$ cat src/rtl/clock_pkg.sv
// Shared types and digit limits for the digital clock time-keeping core.
// Each digit is a 4-bit BCD value that feeds a 7-segment decoder downstream.
package clock_pkg;

    typedef logic [3:0] bcd_t;

    localparam bcd_t BCD_MAX        = 4'd9;
    localparam bcd_t SEC_HI_MAX     = 4'd5;
    localparam bcd_t MIN_HI_MAX     = 4'd5;
    localparam bcd_t HR_MAX_HI      = 4'd2;
    localparam bcd_t HR_MAX_LO_AT_2 = 4'd3;

endpackage

$ cat src/rtl/clock_time_counter_if.sv
// Front-panel controls and BCD time digits of the clock core.
// The slave side is the counter core; the master side is the panel/display logic.
interface clock_time_counter_if;
    import clock_pkg::*;

    logic set_en;
    logic inc_min;
    logic inc_hour;
    logic tick;
    bcd_t sec_lo;
    bcd_t sec_hi;
    bcd_t min_lo;
    bcd_t min_hi;
    bcd_t hr_lo;
    bcd_t hr_hi;

    modport master (
        output set_en, inc_min, inc_hour,
        input  tick, sec_lo, sec_hi, min_lo, min_hi, hr_lo, hr_hi
    );

    modport slave (
        input  set_en, inc_min, inc_hour,
        output tick, sec_lo, sec_hi, min_lo, min_hi, hr_lo, hr_hi
    );

endinterface

$ cat src/rtl/bcd_mod_counter.sv
// Two-digit BCD counter that wraps from {WRAP_HI,WRAP_LO} to 00.
// carry is a combinational pulse in the cycle an increment causes the wrap.
module bcd_mod_counter
    import clock_pkg::*;
#(
    parameter bcd_t WRAP_HI = 4'd5,
    parameter bcd_t WRAP_LO = 4'd9
) (
    input  logic clk,
    input  logic rst,
    input  logic inc,
    input  logic clear,
    output bcd_t lo,
    output bcd_t hi,
    output logic carry
);

    logic at_wrap;

    assign at_wrap = (hi == WRAP_HI) && (lo == WRAP_LO);
    // Carry is combinational so a full ripple (23:59:59 -> 00:00:00) lands on one edge.
    assign carry   = inc && !clear && at_wrap;

    // NOTE: state registers use non-blocking assignments so every flop samples pre-edge values.
    always_ff @(posedge clk) begin
        if (rst || clear) begin
            lo <= '0;
            hi <= '0;
        end else if (inc) begin
            if (at_wrap) begin
                lo <= '0;
                hi <= '0;
            end else if (lo == BCD_MAX) begin
                lo <= '0;
                hi <= hi + 4'd1;
            end else begin
                lo <= lo + 4'd1;
            end
        end
    end

endmodule

$ cat src/rtl/clock_time_counter.sv
// Clock time-keeping core: DIV-cycle prescaler producing a 1 Hz tick and
// hh:mm:ss BCD counters with a set mode driven by front-panel pulses.
module clock_time_counter
    import clock_pkg::*;
#(
    parameter int DIV = 50_000_000
) (
    input  logic                 clk,
    input  logic                 rst,
    clock_time_counter_if.slave  bus
);

    localparam int              PW   = (DIV > 1) ? $clog2(DIV) : 1;
    localparam logic [PW-1:0]   LAST = PW'(DIV - 1);

    logic [PW-1:0] presc;
    logic          tick_q;

    // Set mode parks the prescaler at 0 so leaving it gives a full second before the first tick.
    always_ff @(posedge clk) begin
        if (rst || bus.set_en) begin
            presc  <= '0;
            tick_q <= 1'b0;
        end else begin
            tick_q <= (presc == LAST);
            presc  <= (presc == LAST) ? '0 : presc + PW'(1);
        end
    end

    assign bus.tick = tick_q;

    logic sec_inc;
    logic sec_carry;
    logic min_inc;
    logic min_carry;
    logic hr_inc;
    logic hr_carry_unused;

    assign sec_inc = tick_q && !bus.set_en;
    // In set mode the pulses drive minutes and hours directly; the minute carry is dropped.
    assign min_inc = bus.set_en ? bus.inc_min  : sec_carry;
    assign hr_inc  = bus.set_en ? bus.inc_hour : min_carry;

    bcd_mod_counter #(.WRAP_HI(SEC_HI_MAX), .WRAP_LO(BCD_MAX)) u_sec (
        .clk   (clk),
        .rst   (rst),
        .inc   (sec_inc),
        .clear (bus.set_en),
        .lo    (bus.sec_lo),
        .hi    (bus.sec_hi),
        .carry (sec_carry)
    );

    bcd_mod_counter #(.WRAP_HI(MIN_HI_MAX), .WRAP_LO(BCD_MAX)) u_min (
        .clk   (clk),
        .rst   (rst),
        .inc   (min_inc),
        .clear (1'b0),
        .lo    (bus.min_lo),
        .hi    (bus.min_hi),
        .carry (min_carry)
    );

    bcd_mod_counter #(.WRAP_HI(HR_MAX_HI), .WRAP_LO(HR_MAX_LO_AT_2)) u_hr (
        .clk   (clk),
        .rst   (rst),
        .inc   (hr_inc),
        .clear (1'b0),
        .lo    (bus.hr_lo),
        .hi    (bus.hr_hi),
        .carry (hr_carry_unused)
    );

endmodule

$ cat src/flat_wrapper.sv
// flat-port wrapper written by rule: the top's interface ports become plain ports
module clock_time_counter_flat import clock_pkg::*;
#(
    parameter int DIV = 50_000_000
)
  (clk, rst, bus_set_en, bus_inc_min, bus_inc_hour, bus_tick, bus_sec_lo, bus_sec_hi, bus_min_lo, bus_min_hi, bus_hr_lo, bus_hr_hi);
  clock_time_counter_if bus_i ();
  input  logic clk;
  input  logic rst;
  input wire logic [$bits(bus_i.set_en)-1:0] bus_set_en;
  input wire logic [$bits(bus_i.inc_min)-1:0] bus_inc_min;
  input wire logic [$bits(bus_i.inc_hour)-1:0] bus_inc_hour;
  output wire logic [$bits(bus_i.tick)-1:0] bus_tick;
  output wire logic [$bits(bus_i.sec_lo)-1:0] bus_sec_lo;
  output wire logic [$bits(bus_i.sec_hi)-1:0] bus_sec_hi;
  output wire logic [$bits(bus_i.min_lo)-1:0] bus_min_lo;
  output wire logic [$bits(bus_i.min_hi)-1:0] bus_min_hi;
  output wire logic [$bits(bus_i.hr_lo)-1:0] bus_hr_lo;
  output wire logic [$bits(bus_i.hr_hi)-1:0] bus_hr_hi;
  assign bus_i.set_en = bus_set_en;
  assign bus_i.inc_min = bus_inc_min;
  assign bus_i.inc_hour = bus_inc_hour;
  assign bus_tick = bus_i.tick;
  assign bus_sec_lo = bus_i.sec_lo;
  assign bus_sec_hi = bus_i.sec_hi;
  assign bus_min_lo = bus_i.min_lo;
  assign bus_min_hi = bus_i.min_hi;
  assign bus_hr_lo = bus_i.hr_lo;
  assign bus_hr_hi = bus_i.hr_hi;
  clock_time_counter #(.DIV(DIV)) u_core (.clk(clk), .rst(rst), .bus(bus_i));
endmodule
$ cat config.mk
export PLATFORM = sky130hd
export DESIGN_NAME = clock_time_counter_flat
export DESIGN_NICKNAME = d
export VERILOG_FILES = /design/src/rtl/clock_pkg.sv /design/src/rtl/clock_time_counter_if.sv /design/src/rtl/bcd_mod_counter.sv /design/src/rtl/clock_time_counter.sv /design/src/flat_wrapper.sv
export SDC_FILE = /design/constraint.sdc
export NUM_CORES = 1
export LEC_CHECK = 0
export BUFFER_PORTS_ARGS = -buffer_cell sky130_fd_sc_hd__clkbuf_2
export CORE_MARGIN = 1.5
export CORE_UTILIZATION = 52
export CTS_CLUSTER_DIAMETER = 50
export DETAILED_ROUTE_END_ITERATION = 7
export PLACE_DENSITY = 0.79
export SLEW_MARGIN = 10
export SYNTH_ARGS = -nofsm -noshare
export SYNTH_HDL_FRONTEND = slang
export SYNTH_SLANG_ARGS = --single-unit
$ cat constraint.sdc
create_clock -name clk -period 2 [get_ports clk]
set_input_delay 0 -clock clk [delete_from_list [all_inputs] [get_ports clk]]
set_output_delay 0 -clock clk [all_outputs]
set_load 0.005 [all_outputs]
==> run metrics <==
MaxCap Viol Count 0; crit path from u_core.u_min.hi[0]; worst hold start bus_inc_min; CP required ~2.2 ns; clk_lat worst skew around 0.32 ns; count of flip-flops with a built-in enable after synthesis 0; Fmax achieved 519.1 MHz; DR iter-0 viols roughly 170; drt drc 0; power density cells between 500 and 600 nW/um^2; Hold Path Sink u_core.u_min.lo[1]; register area share after synthesis between 30% and 40%; Syn Inst Count just under 300; register-to-register setup slack ~0.074 ns; Main synth FF type dfxtp_1; Period minus WS final 1.926 ns; hold_buf cts 0; actual slew at the worst max-slew pin between 0.4 and 0.5 ns; Ports 30; placed cell area around 2900 um^2; Nets about 360; clock tree from TritonCTS done; count of cell types in the netlist 48; hpwl dp ~4.0 mm; CP Cell Sequence ha_1 > nor4bb_2 > nand4_1 > a21oi_1 > mux2_2; global-route wire length before repair approximately 9.4 mm; maximum level of the CTS H-tree 2; FF-to-FF path depth 5; RePlAce Congestion 0.8962; number of placement rows 25; CP delay by family, top simple AND/OR/NAND/NOR gates; Buf+Inv Stages, Crit Path 0; endpoints failing hold 0; Avg Inst Size Synth between 8 and 9 um^2; async set or reset register ratio after synthesis 0%; CP Class flop to flop; total global routing overflow 0; final instance area between 3000 and 4000 um^2; Tot GR Track Use 22.27%; Critical Path End Type flop; post-route ant nets 0; crit path DAT between 2 and 2.5 ns; Worst Setup Start Kind flop; layout cells sized above 1 18.40%; DR WL/cell 13.73 um; worst hold stages 4; Max Buffers Root-to-Sink 2; final hold slack roughly 0.079 ns; Area Growth Syn to Fin 16.18%; CTS Root Cell clkbuf_8; Worst Hold Class input pin to flop; relative slew slack 71.69%; Pre-Repair DR Iteration Count 4; largest net degree at the start of global routing 24; core area roughly 4800 um^2; final setup fails 0; synthesis warning total 0; run status completed; placed cell count ~400; Inserted Clock Buffers 5; Antenna Cells 0; unrepaired setup endpoints after global routing false; Tot Pwr 1688 uW; Worst VDD drop ~0.44 mV; LEAKAGE about 0.0011 uW; setup_tns 0 ns; Yosys reg bits 51; critical path's largest stage delay between 0.4 and 0.5 ns; Starting Density a little over half; final wirelength approximately 5.5 mm; Die X 73.47 um; Final Cycle Share 96.32%; Layout fillers 425; Worst R2R Start u_core.u_min.hi[0]; synthesized netlist net count 315; initial antenna violation count 0; reg2reg end u_core.u_hr.hi[3]; IO Port Bufs 29; CTS clk-pin slew, worst paths around 0.090 ns; slowest stage cell, crit path dfxtp_1; Die Area roughly 5400 um^2; clock skew 0.01260 ns; die height ~73 um; DR vias roughly 2400; Synth Cell Area 2582 um^2; CTS sink count 51; vias per cell 5.851; vias in the first global route about 2200; maximum net fanout on the critical path 6; final cell count without fillers 404; Final Max Tran Viols 0
## worst min-delay path, delay by kind of cell
family / cells / cell delay, ns
buffers and inverters: 1 / 0.12
AND/OR/NAND/NOR: 1 / 0.09
AO/OA/AOI/OAI: 2 / 0.15
## metrics by stage
stage	setup slack [ns]	utilization, %
2_1_floorplan	0.06901	-
3_3_place_gp	0.02590	60.66
3_5_place_dp	0.003181	60.66
4_1_cts	0.02635	62.55
5_1_grt	0.01074	63.11
6_report	0.07367	63.11
## logic make-up (layout without fill, tap and decap cells)
| kind of cell | after synthesis | after routing | share of synthesized area (%) |
|---|---|---|---|
| buffers and inverters | 26 | 66 | 4.070 |
| AOI/OAI and AO/OA | 61 | 61 | 15.21 |
| adders and majority gates | 13 | 13 | 6.299 |
| DFF | 51 | 51 | 39.53 |
| and+or+nand+nor | 127 | 127 | 28.24 |
| muxes | 3 | 3 | 1.211 |
| xor gates and xnor gates | 16 | 16 | 5.426 |
## cells in the final DEF, fill, tap and decap left out, drive strengths merged, types with 2 or more instances in the layout
| master | Yosys | final |
|---|---|---|
| and4 | 4 | 4 |
| clkbuf | 11 | 34 |
| and2 | 2 | 2 |
| nand3b | 2 | 2 |
| and3 | 2 | 2 |
| clkinv | 0 | 2 |
| and3b | 4 | 4 |
| inv | 14 | 14 |
| o21ai | 12 | 12 |
| a21oi | 22 | 22 |
| a21boi | 2 | 2 |
| nand4b | 3 | 3 |
| xor2 | 11 | 11 |
| mux2i | 2 | 2 |
| a32o | 2 | 2 |
| o31ai | 9 | 9 |
| dfxtp | 51 | 51 |
| o32ai | 3 | 3 |
| buf | 1 | 16 |
| or4 | 14 | 14 |
| nand3 | 17 | 17 |
| nand4 | 11 | 11 |
| nand2 | 15 | 15 |
| nor2 | 31 | 31 |
| or3 | 9 | 9 |
| nor2b | 3 | 3 |
| nor4 | 4 | 4 |
| a31oi | 2 | 2 |
| ha | 13 | 13 |
| xnor2 | 5 | 5 |
## area by class of cell
class / instances / area (um^2) / share of cell area, %
Clock buffer: 5 / 68.82 / 2.294
Clock inverter: 2 / 13.76 / 0.4587
Inverter: 14 / 52.55 / 1.751
Multi-Input combinational cell: 220 / 1481 / 49.37
Sequential cell: 51 / 1022 / 34.07
Tap cell: 67 / 83.83 / 2.794
Timing Repair Buffer: 45 / 277.8 / 9.258
## where the power goes
| group | switching [uW] | internal [uW] | total (uW) |
|---|---|---|---|
| registers | 7.31 | 1020 | 1030 |
| clock network | 339 | 240 | 579 |
| logic | 49.2 | 31.0 | 80.2 |
| total | 396 | 1290 | 1690 |
## cell usage after synthesis (all sizes together) (5+ instances only)
cell	count	area [um^2]
nand3	17	85.08
nand4	11	75.07
xor2	11	96.34
nor2	31	116.4
dfxtp	51	1021
o31ai	9	72.57
a21oi	22	110.1
inv	14	52.55
nand2	15	56.30
clkbuf	11	41.29
or4	14	108.9
ha	13	162.7
xnor2	5	43.79
o21ai	12	60.06
or3	9	56.30
## registers in the layout, summed over array words and instances (netlist names)
register / count
u_core.u_sec.hi: 4
u_core.u_hr.hi: 4
u_core.bus.tick: 1
u_core.u_min.hi: 4
u_core.u_hr.lo: 4
u_core.u_sec.lo: 4
u_core.presc: 26
u_core.u_min.lo: 4
## worst max path at each step
stage,to,cells after the start,slack (ns)
5_1_grt,u_core.presc[24],4,0.01
6_report,u_core.u_hr.hi[3],5,0.07
3_5_place_dp,u_core.u_hr.hi[3],5,0.003
3_3_place_gp,u_core.u_hr.hi[3],5,0.03
4_1_cts,u_core.u_min.lo[3],6,0.03
2_1_floorplan,u_core.presc[18],7,0.07
## layer usage
layer	global-route usage (%)	routed length, um	vias up
met1	28.84	2619	1115
met3	7.133	289	10
met2	34.63	2546	56
met4	8.230	91	0
li1	-	-	1183
met5	0	0	-
## what timing repair did
| action | 4_1_cts | 5_1_grt |
|---|---|---|
| pin swaps | 1 | 1 |
| endpoints found under the setup margin | 1 | 16 |
| resized for setup | 0 | 4 |
| setup buffers | 1 | 0 |
Note: power is estimated with default switching activity, not from simulation.
